<file path="src/rtl/read_rw_pkg.sv">
// ============================================================================
// read_rw_pkg : task/object types and register map for the RW read stage
// Rev 1.0
// ============================================================================
`default_nettype none

package read_rw_pkg;

  localparam int LOG_RW_WIDTH = 2;
  localparam int RW_OBJ_BITS  = 1 << (LOG_RW_WIDTH + 3);
  localparam int LOG_THREADS  = 4;

  typedef logic [LOG_THREADS-1:0] id_t;
  typedef logic [5:0]             cq_slot_t;
  typedef logic [RW_OBJ_BITS-1:0] rw_data_t;
  typedef logic [3:0]             task_type_t;

  localparam task_type_t TASK_TYPE_UNDO_LOG_RESTORE = 4'hF;

  typedef struct packed {
    task_type_t  ttype;
    logic [31:0] locale;
    logic [31:0] ts;
  } task_t;

  typedef struct packed {
    task_t    task_desc;
    cq_slot_t cq_slot;
    id_t      thread;
    rw_data_t object;
  } rw_read_t;

  typedef struct packed {
    task_t    task_desc;
    rw_data_t object;
    cq_slot_t cq_slot;
    id_t      thread;
  } rw_write_t;

  typedef struct packed {
    task_t    task_desc;
    cq_slot_t cq_slot;
    id_t      thread;
  } rw_pend_t;

  // Register offsets; reg_bus address bits [15:8] select the tile
  localparam logic [7:0] RW_BASE_ADDR  = 8'h40;
  localparam logic [7:0] RW_READ_COUNT = 8'h44;
  localparam logic [7:0] RW_READ_ERR   = 8'h48;

  function automatic logic [31:0] rw_addr(input logic [31:0] base, input logic [31:0] locale);
    return base + (locale << LOG_RW_WIDTH);
  endfunction

endpackage

`default_nettype wire

</file>
<file path="src/rtl/read_rw_reg_if.sv">
// ============================================================================
// reg_bus_if : configuration/status bus, 1-cycle registered read
// Rev 1.0
// ============================================================================
`default_nettype none

interface reg_bus_if;
  logic        wvalid;
  logic [15:0] waddr;
  logic [31:0] wdata;
  logic        arvalid;
  logic [15:0] araddr;
  logic        rvalid;
  logic [31:0] rdata;

  modport slave (input wvalid, waddr, wdata, arvalid, araddr, output rvalid, rdata);
endinterface

`default_nettype wire

</file>
<file path="src/rtl/read_rw_fifo.sv">
// ============================================================================
// read_rw_fifo : shared synchronous FIFO, 2^LOG_DEPTH entries, show-ahead head
// Rev 1.0
// ============================================================================
`default_nettype none

module read_rw_fifo #(
  parameter int WIDTH     = 8,
  parameter int LOG_DEPTH = 2
) (
  input  logic             clk,
  input  logic             rstn,
  input  logic             push,
  input  logic [WIDTH-1:0] push_data,
  input  logic             pop,
  output logic [WIDTH-1:0] head,
  output logic             full,
  output logic             empty
);

  localparam int DEPTH = 1 << LOG_DEPTH;

  logic [WIDTH-1:0]     r_mem [DEPTH];
  logic [LOG_DEPTH-1:0] r_wr_ptr;
  logic [LOG_DEPTH-1:0] r_rd_ptr;
  logic [LOG_DEPTH:0]   r_count;

  assign head  = r_mem[r_rd_ptr];
  assign full  = (r_count == (LOG_DEPTH+1)'(DEPTH));
  assign empty = (r_count == '0);

  always_ff @(posedge clk) begin
    if (push) r_mem[r_wr_ptr] <= push_data;
  end

  always_ff @(posedge clk or negedge rstn) begin
    if (!rstn) begin
      r_wr_ptr <= '0;
      r_rd_ptr <= '0;
      r_count  <= '0;
    end else begin
      if (push) r_wr_ptr <= r_wr_ptr + 1'b1;
      if (pop)  r_rd_ptr <= r_rd_ptr + 1'b1;
      r_count <= r_count + (LOG_DEPTH+1)'(push) - (LOG_DEPTH+1)'(pop);
    end
  end

endmodule

`default_nettype wire

</file>
<file path="src/rtl/read_rw.sv">
// ============================================================================
// read_rw : issues RW locale reads, extracts objects, undo tasks bypass reads
// Rev 1.0
// ============================================================================
`default_nettype none

module read_rw
  import read_rw_pkg::*;
#(
  parameter int TILE_ID         = 0,
  parameter int LOG_OUTSTANDING = 2
) (
  input  logic         clk,
  input  logic         rstn,
  input  logic         task_in_valid,
  output logic         task_in_ready,
  input  rw_read_t     task_in,
  output logic         arvalid,
  input  logic         arready,
  output logic [31:0]  araddr,
  output id_t          arid,
  input  logic         rvalid,
  output logic         rready,
  input  logic [511:0] rdata,
  input  id_t          rid,
  output logic         task_out_valid,
  input  logic         task_out_ready,
  output rw_write_t    task_out,
  reg_bus_if.slave     reg_bus
);

  localparam logic [7:0] c_tile_id = 8'(TILE_ID);

  logic        r_out_valid;
  rw_write_t   r_out;
  rw_write_t   w_next_out;
  logic [31:0] r_base;
  logic [31:0] r_rd_count;
  logic        r_err;
  logic        r_reg_rvalid;
  logic [15:0] r_reg_raddr;

  logic     w_is_undo, w_out_free, w_push, w_resp, w_orphan, w_bypass, w_mismatch;
  logic     w_pend_full, w_pend_empty, w_wsel;
  logic     w_unused_wdata;
  rw_pend_t w_push_data, w_head;
  rw_data_t w_obj;

  assign w_is_undo  = (task_in.task_desc.ttype == TASK_TYPE_UNDO_LOG_RESTORE);
  assign w_out_free = !r_out_valid || task_out_ready;

  assign arvalid       = task_in_valid && !w_is_undo && !w_pend_full;
  assign araddr        = rw_addr(r_base, task_in.task_desc.locale);
  assign arid          = task_in.thread;
  assign w_push        = arvalid && arready;

  // Orphan responses are always drained so the data array can never stall
  assign rready        = rvalid && (w_pend_empty || w_out_free);
  assign w_resp        = rvalid && rready && !w_pend_empty;
  assign w_orphan      = rvalid && w_pend_empty;
  assign w_mismatch    = w_resp && (rid != w_head.thread);

  assign w_bypass      = task_in_valid && w_is_undo && w_pend_empty && !w_resp && w_out_free;
  assign task_in_ready = w_push || w_bypass;

  assign w_push_data.task_desc = task_in.task_desc;
  assign w_push_data.cq_slot   = task_in.cq_slot;
  assign w_push_data.thread    = task_in.thread;

  read_rw_fifo #(
    .WIDTH     ($bits(rw_pend_t)),
    .LOG_DEPTH (LOG_OUTSTANDING)
  ) u_pend (
    .clk       (clk),
    .rstn      (rstn),
    .push      (w_push),
    .push_data (w_push_data),
    .pop       (w_resp),
    .head      (w_head),
    .full      (w_pend_full),
    .empty     (w_pend_empty)
  );

  generate
    if (LOG_RW_WIDTH < 6) begin : g_slice
      logic [5-LOG_RW_WIDTH:0] w_idx;
      assign w_idx = w_head.task_desc.locale[5-LOG_RW_WIDTH:0];
      assign w_obj = rdata[RW_OBJ_BITS*int'(w_idx) +: RW_OBJ_BITS];
    end else begin : g_whole
      assign w_obj = rdata;
    end
  endgenerate

  always_comb begin
    w_next_out = '0;
    if (w_resp) begin
      w_next_out.task_desc = w_head.task_desc;
      w_next_out.object    = w_obj;
      w_next_out.cq_slot   = w_head.cq_slot;
      w_next_out.thread    = w_head.thread;
    end else begin
      w_next_out.task_desc = task_in.task_desc;
      w_next_out.object    = task_in.object;
      w_next_out.cq_slot   = task_in.cq_slot;
      w_next_out.thread    = task_in.thread;
    end
  end

  always_ff @(posedge clk or negedge rstn) begin
    if (!rstn) begin
      r_out_valid <= 1'b0;
      r_out       <= '0;
    end else if (w_resp || w_bypass) begin
      r_out_valid <= 1'b1;
      r_out       <= w_next_out;
    end else if (task_out_ready) begin
      r_out_valid <= 1'b0;
    end
  end

  assign task_out_valid = r_out_valid;
  assign task_out       = r_out;

  assign w_wsel         = reg_bus.wvalid && (reg_bus.waddr[15:8] == c_tile_id);
  assign w_unused_wdata = ^reg_bus.wdata[31:30];

  always_ff @(posedge clk or negedge rstn) begin
    if (!rstn) begin
      r_base       <= '0;
      r_rd_count   <= '0;
      r_err        <= 1'b0;
      r_reg_rvalid <= 1'b0;
      r_reg_raddr  <= '0;
    end else begin
      if (w_push) r_rd_count <= r_rd_count + 32'd1;
      if (w_wsel && reg_bus.waddr[7:0] == RW_BASE_ADDR) r_base <= {reg_bus.wdata[29:0], 2'b00};
      // A new error in the same cycle as a clear wins
      if (w_wsel && reg_bus.waddr[7:0] == RW_READ_ERR) r_err <= 1'b0;
      if (w_mismatch || w_orphan) r_err <= 1'b1;
      r_reg_rvalid <= reg_bus.arvalid;
      r_reg_raddr  <= reg_bus.araddr;
    end
  end

  always_comb begin
    reg_bus.rdata = '0;
    if (r_reg_raddr[15:8] == c_tile_id) begin
      case (r_reg_raddr[7:0])
        RW_READ_COUNT: reg_bus.rdata = r_rd_count;
        RW_READ_ERR:   reg_bus.rdata = {31'b0, r_err};
        default:       reg_bus.rdata = '0;
      endcase
    end
  end

  assign reg_bus.rvalid = r_reg_rvalid;

endmodule

`default_nettype wire

</file>
<file path="src/flat_wrapper.sv">
// flat-port wrapper written by rule: the top's interface ports become plain ports
module read_rw_flat import read_rw_pkg::*;
#(
  parameter int TILE_ID         = 0,
  parameter int LOG_OUTSTANDING = 2
)
  (clk, rstn, task_in_valid, task_in_ready, task_in, arvalid, arready, araddr, arid, rvalid, rready, rdata, rid, task_out_valid, task_out_ready, task_out, reg_bus_wvalid, reg_bus_waddr, reg_bus_wdata, reg_bus_arvalid, reg_bus_araddr, reg_bus_rvalid, reg_bus_rdata);
  reg_bus_if reg_bus_i ();
  input  logic clk;
  input  logic rstn;
  input  logic task_in_valid;
  output logic task_in_ready;
  input  rw_read_t task_in;
  output logic arvalid;
  input  logic arready;
  output logic [31:0] araddr;
  output id_t arid;
  input  logic rvalid;
  output logic rready;
  input  logic [511:0] rdata;
  input  id_t rid;
  output logic task_out_valid;
  input  logic task_out_ready;
  output rw_write_t task_out;
  input wire logic [$bits(reg_bus_i.wvalid)-1:0] reg_bus_wvalid;
  input wire logic [$bits(reg_bus_i.waddr)-1:0] reg_bus_waddr;
  input wire logic [$bits(reg_bus_i.wdata)-1:0] reg_bus_wdata;
  input wire logic [$bits(reg_bus_i.arvalid)-1:0] reg_bus_arvalid;
  input wire logic [$bits(reg_bus_i.araddr)-1:0] reg_bus_araddr;
  output wire logic [$bits(reg_bus_i.rvalid)-1:0] reg_bus_rvalid;
  output wire logic [$bits(reg_bus_i.rdata)-1:0] reg_bus_rdata;
  assign reg_bus_i.wvalid = reg_bus_wvalid;
  assign reg_bus_i.waddr = reg_bus_waddr;
  assign reg_bus_i.wdata = reg_bus_wdata;
  assign reg_bus_i.arvalid = reg_bus_arvalid;
  assign reg_bus_i.araddr = reg_bus_araddr;
  assign reg_bus_rvalid = reg_bus_i.rvalid;
  assign reg_bus_rdata = reg_bus_i.rdata;
  read_rw #(.TILE_ID(TILE_ID), .LOG_OUTSTANDING(LOG_OUTSTANDING)) u_core (.clk(clk), .rstn(rstn), .task_in_valid(task_in_valid), .task_in_ready(task_in_ready), .task_in(task_in), .arvalid(arvalid), .arready(arready), .araddr(araddr), .arid(arid), .rvalid(rvalid), .rready(rready), .rdata(rdata), .rid(rid), .task_out_valid(task_out_valid), .task_out_ready(task_out_ready), .task_out(task_out), .reg_bus(reg_bus_i));
endmodule
</file>
<file path="config.mk">
export PLATFORM = sky130hd
export DESIGN_NAME = read_rw_flat
export DESIGN_NICKNAME = d
export VERILOG_FILES = /design/src/rtl/read_rw_pkg.sv /design/src/rtl/read_rw_reg_if.sv /design/src/rtl/read_rw_fifo.sv /design/src/rtl/read_rw.sv /design/src/flat_wrapper.sv
export SDC_FILE = /design/constraint.sdc
export NUM_CORES = 1
export LEC_CHECK = 0
export CORE_AREA = 2 2 341 343
export CTS_CLUSTER_DIAMETER = 120
export DETAILED_ROUTE_END_ITERATION = 8
export DIE_AREA = 0 0 343 345
export PLACE_DENSITY = 0.58
export SYNTH_ARGS = -nofsm -noshare
export SYNTH_HDL_FRONTEND = slang
export SYNTH_SLANG_ARGS = --single-unit
</file>
<file path="constraint.sdc">
create_clock -name clk -period 4.35 [get_ports clk]
set_input_delay 0.435 -clock clk [delete_from_list [all_inputs] [get_ports clk]]
set_output_delay 0.435 -clock clk [all_outputs]
set_load 0.02 [all_outputs]
</file>
* Word-level counts from Yosys, hierarchy flattened
Memories as Yosys holds them, arrays and structs flattened. Index checks and enable logic that the tools add are counted.
Cells by class: shifts and indexed selects 1, equality and inequality tests 7, mux-type cells 9, reductions and logical operators 30, $add $sub $neg 6
Operators by type and width (number):
- $shiftx 512x10->32 | 1
- $mux 110 | 1
- $pmux 32 s2 | 1
- $add 32x1->32 const B | 1
- $add 32x32->32 | 1
- $eq 8x7->1 const B | 4
- $mux 32 | 1
- $logic_not 8->1 | 2
- $logic_and 1x1->1 | 15
- $mux 1 | 6
- $logic_not 1->1 | 5
- $logic_or 1x1->1 | 5
- $add 2x1->2 const B | 2
- $eq 4x4->1 const B | 1
- $ne 4x4->1 | 1
- $reduce_bool 2->1 | 2
- $add 3x1->3 | 1
- $eq 3x3->1 const B | 1
- $logic_not 3->1 | 1
- $sub 3x1->3 | 1
Word-level totals: flip-flop bits (word level) 198, logic and storage cells 69, memories 1, memory bits (writable) 312, output and inout bits 183, input bits 698
Memories:
- u_core.u_pend.r_mem | words 4, width 78, read ports 1, clocked after memory_dff 0, wr ports 1, line read_rw_fifo.sv:23 | logic [WIDTH-1:0] r_mem [DEPTH];

* Depth between registers and ports, before layout
word-level depth 11, mapped depth 11, mapped depth without buffers 10

* By module
Synthesis repeated with hierarchy kept, for this count alone.
Unflattened totals: cells, all modules 1734, area total of the unflattened synthesis 25354.3 um^2
Modules (own cells, without submodules):
- read_rw | cells each 1292, times used 1, area an instance 13624.3 um^2, seq. area each 4779.6 um^2
- read_rw_fifo | cells each 442, times used 1, area an instance 11730.0 um^2, seq. area each 9544.2 um^2

* Worst setup path before layout
Ideal clock, no wire load.
path type input to register, from in task_in[109] (netlist name), to mem u_core.u_pend.r_mem[0][0] (netlist name), enable pin, buffers on the path 2, required time 3.905 ns, slack 0.858 ns, library setup time 0.445 ns, data arrival time 3.047 ns, stages on the path 5, cell sequence nand4_1 > and4_1 > clkbuf_2 > clkbuf_1 > and2_1
On the way: cells in the longest elaborated chain, start to end 7
Ends and longest elaborated chain:
- start: declaration | line flat_wrapper.sv:13 | input rw_read_t task_in;
- $eq 4x4->1 | line read_rw.sv:49 | assign w_is_undo = (task_in.task_desc.ttype == TASK_TYPE_UNDO_LOG_RESTORE);
- $logic_not 1->1 | line read_rw.sv:52 | assign arvalid = task_in_valid && !w_is_undo && !w_pend_full;
- $logic_and 1x1->1 (2 in a row) | line read_rw.sv:52
- $logic_and 1x1->1 | line read_rw.sv:55 | assign w_push = arvalid && arready;
- net u_core.u_pend.push | line read_rw_fifo.sv:13 | input logic push,
- $mux 1 | line read_rw_fifo.sv:33 | if (push) r_mem[r_wr_ptr] <= push_data;
- $mux 1 (implied by the code) | line read_rw_fifo.sv:33
- end: declaration | line read_rw_fifo.sv:23
The timed path passes the listed nets, and every way through them passes these cells.

* Final worst setup path
from reg u_core.r_base[2], to out araddr[24]
On the way: cells in the longest elaborated chain, start to end 1
Ends and longest elaborated chain:
- start: declaration | line read_rw.sv:37 | logic [31:0] r_base;
- start signal: assignment | line read_rw.sv:136 | if (w_wsel && reg_bus.waddr[7:0] == RW_BASE_ADDR) r_base <= {reg_bus.wdata[29:0], 2'b00};
- $add 32x32->32 | line read_rw_pkg.sv:52 | return base + (locale << LOG_RW_WIDTH);
- end: declaration | line flat_wrapper.sv:16 | output logic [31:0] araddr;
Every way passes these cells.

==> results by group <==
Worst hold path
  – Hold WC Path Type: input port to register

Die
  – Rows: 125
  – Die X: about 340 um
  – Die ar.: 0.118 sq mm
  – Core ar.: 0.115 sq mm
  – Initial Utilization: between 20 and 25%
  – I/O pin count: roughly 900
  – Die Height: roughly 350 um

Setup path
  – Arrival @ worst endpoint: roughly 3.7 ns
  – Kind of end point of the critical path: output port
  – Critical path data required time: 3.91 ns
  – Critical-path cell list: ha_1 > inv_1 > fa_1 > nor2b_1 > o2111ai_1 > a31oi_2 > o21a_2 > a211o_1 > a31oi_1 > xnor2_1 > clkdlybuf4s50_1
  – Type of origin of the critical path: register
  – WS Path Type: register to output port
  – CP max-delay cell: clkdlybuf4s50_1
  – Largest stage delay on the critical path: between 0.6 and 0.7 ns
  – Maximum fanout along the worst path: 4

Placed design
  – Placer congestion estimate: roughly 1.0
  – IO buf count: just under 900
  – Final HPWL DP: ~100000 um

Power and ir drop
  – Psw: between 9 and 10 mW
  – Tot Pwr: approximately 22 mW
  – Internal power: about 13 mW
  – VDD IR-drop max: approximately 0.44 mV
  – Clock network fraction of total power: between 20% and 30%
  – Switch share: 41.6%
  – Sequential power share: 30.1%
  – Combinational power share: between 40% and 50%
  – Leak Pwr: between 10 and 15 nW
  – Power density over the cells: ~560 mW/mm^2

Detailed routing
  – Routed via count: approximately 23000
  – Final ANT Viol Nets: 0
  – Remaining DRCs: 0
  – Iteration-0 DRC Markers: ~1900
  – Via/cell ratio: 4.74
  – Drt pass-1 iters: 5
  – Wire per inst: approximately 27 um
  – DRT Wirelength: ~130000 um

Logic synthesis
  – Synth top area cells: edfxtp_1, dfrtp_1, nand2_1, mux4_2, nand3_1
  – Synth Register Bits: between 500 and 600
  – Warnings, synthesis: 0
  – Synth Cell Area: 0.0258 sq mm
  – Most frequent cell after synthesis: nand2_1
  – Top cell type's share of synthesized area: between 30 and 40%
  – Most frequent cells after synthesis: nand2_1, edfxtp_1, nand3_1, dfrtp_1, a21oi_1
  – Post-synth EDFFs: approximately 310
  – Sequential area share after synthesis: a little under three fifths
  – Mean area per synthesized cell: around 10 sq um
  – Synth area leader: edfxtp_1
  – Netlist cell types: 61
  – Most used flip-flop cell after synthesis: edfxtp_1
  – Asr flop ratio synth: between 30% and 40%
  – Mapped Cells: ~2500

Timing
  – Final hold vios: 0
  – Max Slew Vio Count: 0
  – Rel. slew slack: 27.1%
  – # setup viols final: 0
  – Fmax achieved: 240 MHz
  – Total Neg Setup Slack: 0 ns
  – Setup Skew: ~0.041 ns
  – RSZ-0062 raised after global routing: no
  – Crit path time final: around 4.2 ns
  – Period utilisation layout: between 90 and 100%
  – Slew @ Worst Pin: 1.09 ns

Clock network
  – Clock slew seen by the registers of the worst setup and hold paths: ~0.07 ns
  – H-Tree Depth: 2
  – TritonCTS clock tree: built
  – Num Clock Sinks: between 500 and 600
  – Num CTS Buffers: 58
  – Clk buf depth: 3
  – Post-CTS Setup Bufs: 0
  – Clock Latency Late Sink: approximately 0.66 ns
  – Root Driver: clkbuf_16

Global route
  – Initial antenna violation count: 53
  – Vias in the first global route: ~23000
  – Global-route wire length before repair: 180000 um
  – Largest net degree at the start of global routing: 114
  – GRT Total Usage: 21.5%
  – Grt total ovfl: 0

Run status
  – Status: complete, no violations

Cells and area
  – Layout cells sized above 1: under 10%
  – Fin nets: 4082
  – Area Growth Syn to Fin: 49.4%

Job
  – Max_cap viols: 0
[cell type report]
class	count	area [sq um]
antenna	23	57.6
clock buffer	72	1570
clock inverter	38	397
fill	11726	76500
inverter	17	63.8
multi-input combinational	1808	10700
sequential	510	14300
tap	1524	1910
timing repair buffer	951	9540
[layer usage]
layer  part of all wire, %  track usage [%]  wire, um
met1                    39             25.7     51300
met2                    50             36.4     65600
met3                   7.2             4.92      9550
met4                   4.3             10.2      5670
met5                 0.091                0       120
[per-stage QoR]
step | utilization (%) | hold WS [ns] | setup WS, ns | instance area [sq um] | std cells
floorplan | - | 0.139 | 0.858 | 25800 | 2514
global placement | 31.7 | 0.461 | 0.0430 | 36500 | 4809
detailed placement | 31.7 | 0.450 | 0.0391 | 36500 | 4809
CTS | 33.5 | 0.171 | 0.0131 | 38500 | 4920
global route | 33.5 | 0.179 | 0.0126 | 38600 | 4940
finish | 33.5 | 0.219 | 0.189 | 38600 | 4943
[cells in the final DEF (no fill, tap or decap), types with 6 or more instances in the layout]
| cell type | n |
|---|---|
| nand3_1 | 275 |
| clkdlybuf4s50_1 | 866 |
| ha_1 | 35 |
| a21o_1 | 13 |
| xor2_1 | 12 |
| and3_1 | 10 |
| clkinv_2 | 14 |
| dfrtp_1 | 196 |
| clkbuf_8 | 7 |
| clkbuf_1 | 7 |
| mux4_2 | 76 |
| or4_1 | 33 |
| a31oi_1 | 77 |
| buf_4 | 61 |
| edfxtp_1 | 312 |
| o21ai_1 | 35 |
| inv_1 | 16 |
| o21ai_0 | 18 |
| buf_12 | 16 |
| clkinv_1 | 6 |
| mux2_2 | 30 |
| diode_2 | 23 |
| a21oi_1 | 179 |
| and2_1 | 33 |
| nand2_1 | 729 |
| nor4_1 | 6 |
| nand2b_1 | 7 |
| nor2_1 | 89 |
| clkbuf_16 | 58 |
| inv_6 | 6 |
| nand4_1 | 14 |
| xnor2_1 | 57 |
| nor3_1 | 6 |
[timing repair]
item / 4_1_cts / 5_1_grt
hold buffers: 1 / 0
gates cloned: 0 / 0
resized for setup: 3 / 10
endpoints found under the hold margin: 64 / 0
pin swaps: 0 / 0
endpoints found under the setup margin: 6 / 8
[power groups by stage]
stage          Combinational (mW)  Sequential (mW)  Clock [mW]
5_1_grt                      10.9             6.65        5.33
4_1_cts                      10.3             6.57        5.16
3_3_place_gp                 10.2             6.64           0
6_report                     10.2             6.56        5.02
3_5_place_dp                 10.2             6.65           0
2_1_floorplan                4.93             7.13           0
[final timing paths]
path	to	slack, ns	startpoint	cells after the start
setup reg to reg	u_core.task_out[12]	1.06	u_core.u_pend.r_rd_ptr[1]	8
setup / recovery	araddr[24]	0.19	u_core.r_base[2]	11
max in group asynchronous	u_core.task_out[19]	3.08	rstn	3
hold reg to reg	u_core.r_rd_count[31]	0.48	u_core.r_rd_count[31]	1
hold / removal	u_core.r_reg_raddr[12]	0.22	reg_bus_araddr[12]	1
min in group asynchronous	u_core.task_out[47]	0.28	rstn	2
[cells by family after synthesis]
family                   Yosys count  share of synthesized area, %
multiplexers                     113                          8.32
AO/OA/AOI/OAI                    354                          7.75
other                              1                        0.0145
adder cells (fa/ha/maj)           38                          1.90
XOR/XNOR                          69                          2.34
flip-flops                       510                          55.4
buffers and inverters            196                          3.46
AND/OR/NAND/NOR                 1232                          20.8
[worst max-delay path: cells and delay by family, from the launching register on]
| kind | cells | cell delay (ns) |
|---|---|---|
| compound gates | 5 | 1.12 |
| buf+inv | 2 | 0.68 |
| fa+ha+maj | 2 | 0.59 |
| flops | 1 | 0.36 |
| simple gates | 1 | 0.18 |
| xor+xnor | 1 | 0.15 |
[state kept, by name, indices dropped and copies added (netlist names)]
signal / flops
u_core.u_pend.r_mem: 312
u_core.r_reg_raddr: 16
u_core.r_rd_count: 32
u_core.u_pend.r_rd_ptr: 2
u_core.r_base: 30
u_core.task_out: 110
u_core.task_out_valid: 1
u_core.u_pend.r_wr_ptr: 2
u_core.u_pend.r_count: 3
u_core.reg_bus.rvalid: 1
u_core.r_err: 1
Power figures use the tool's default switching activity.
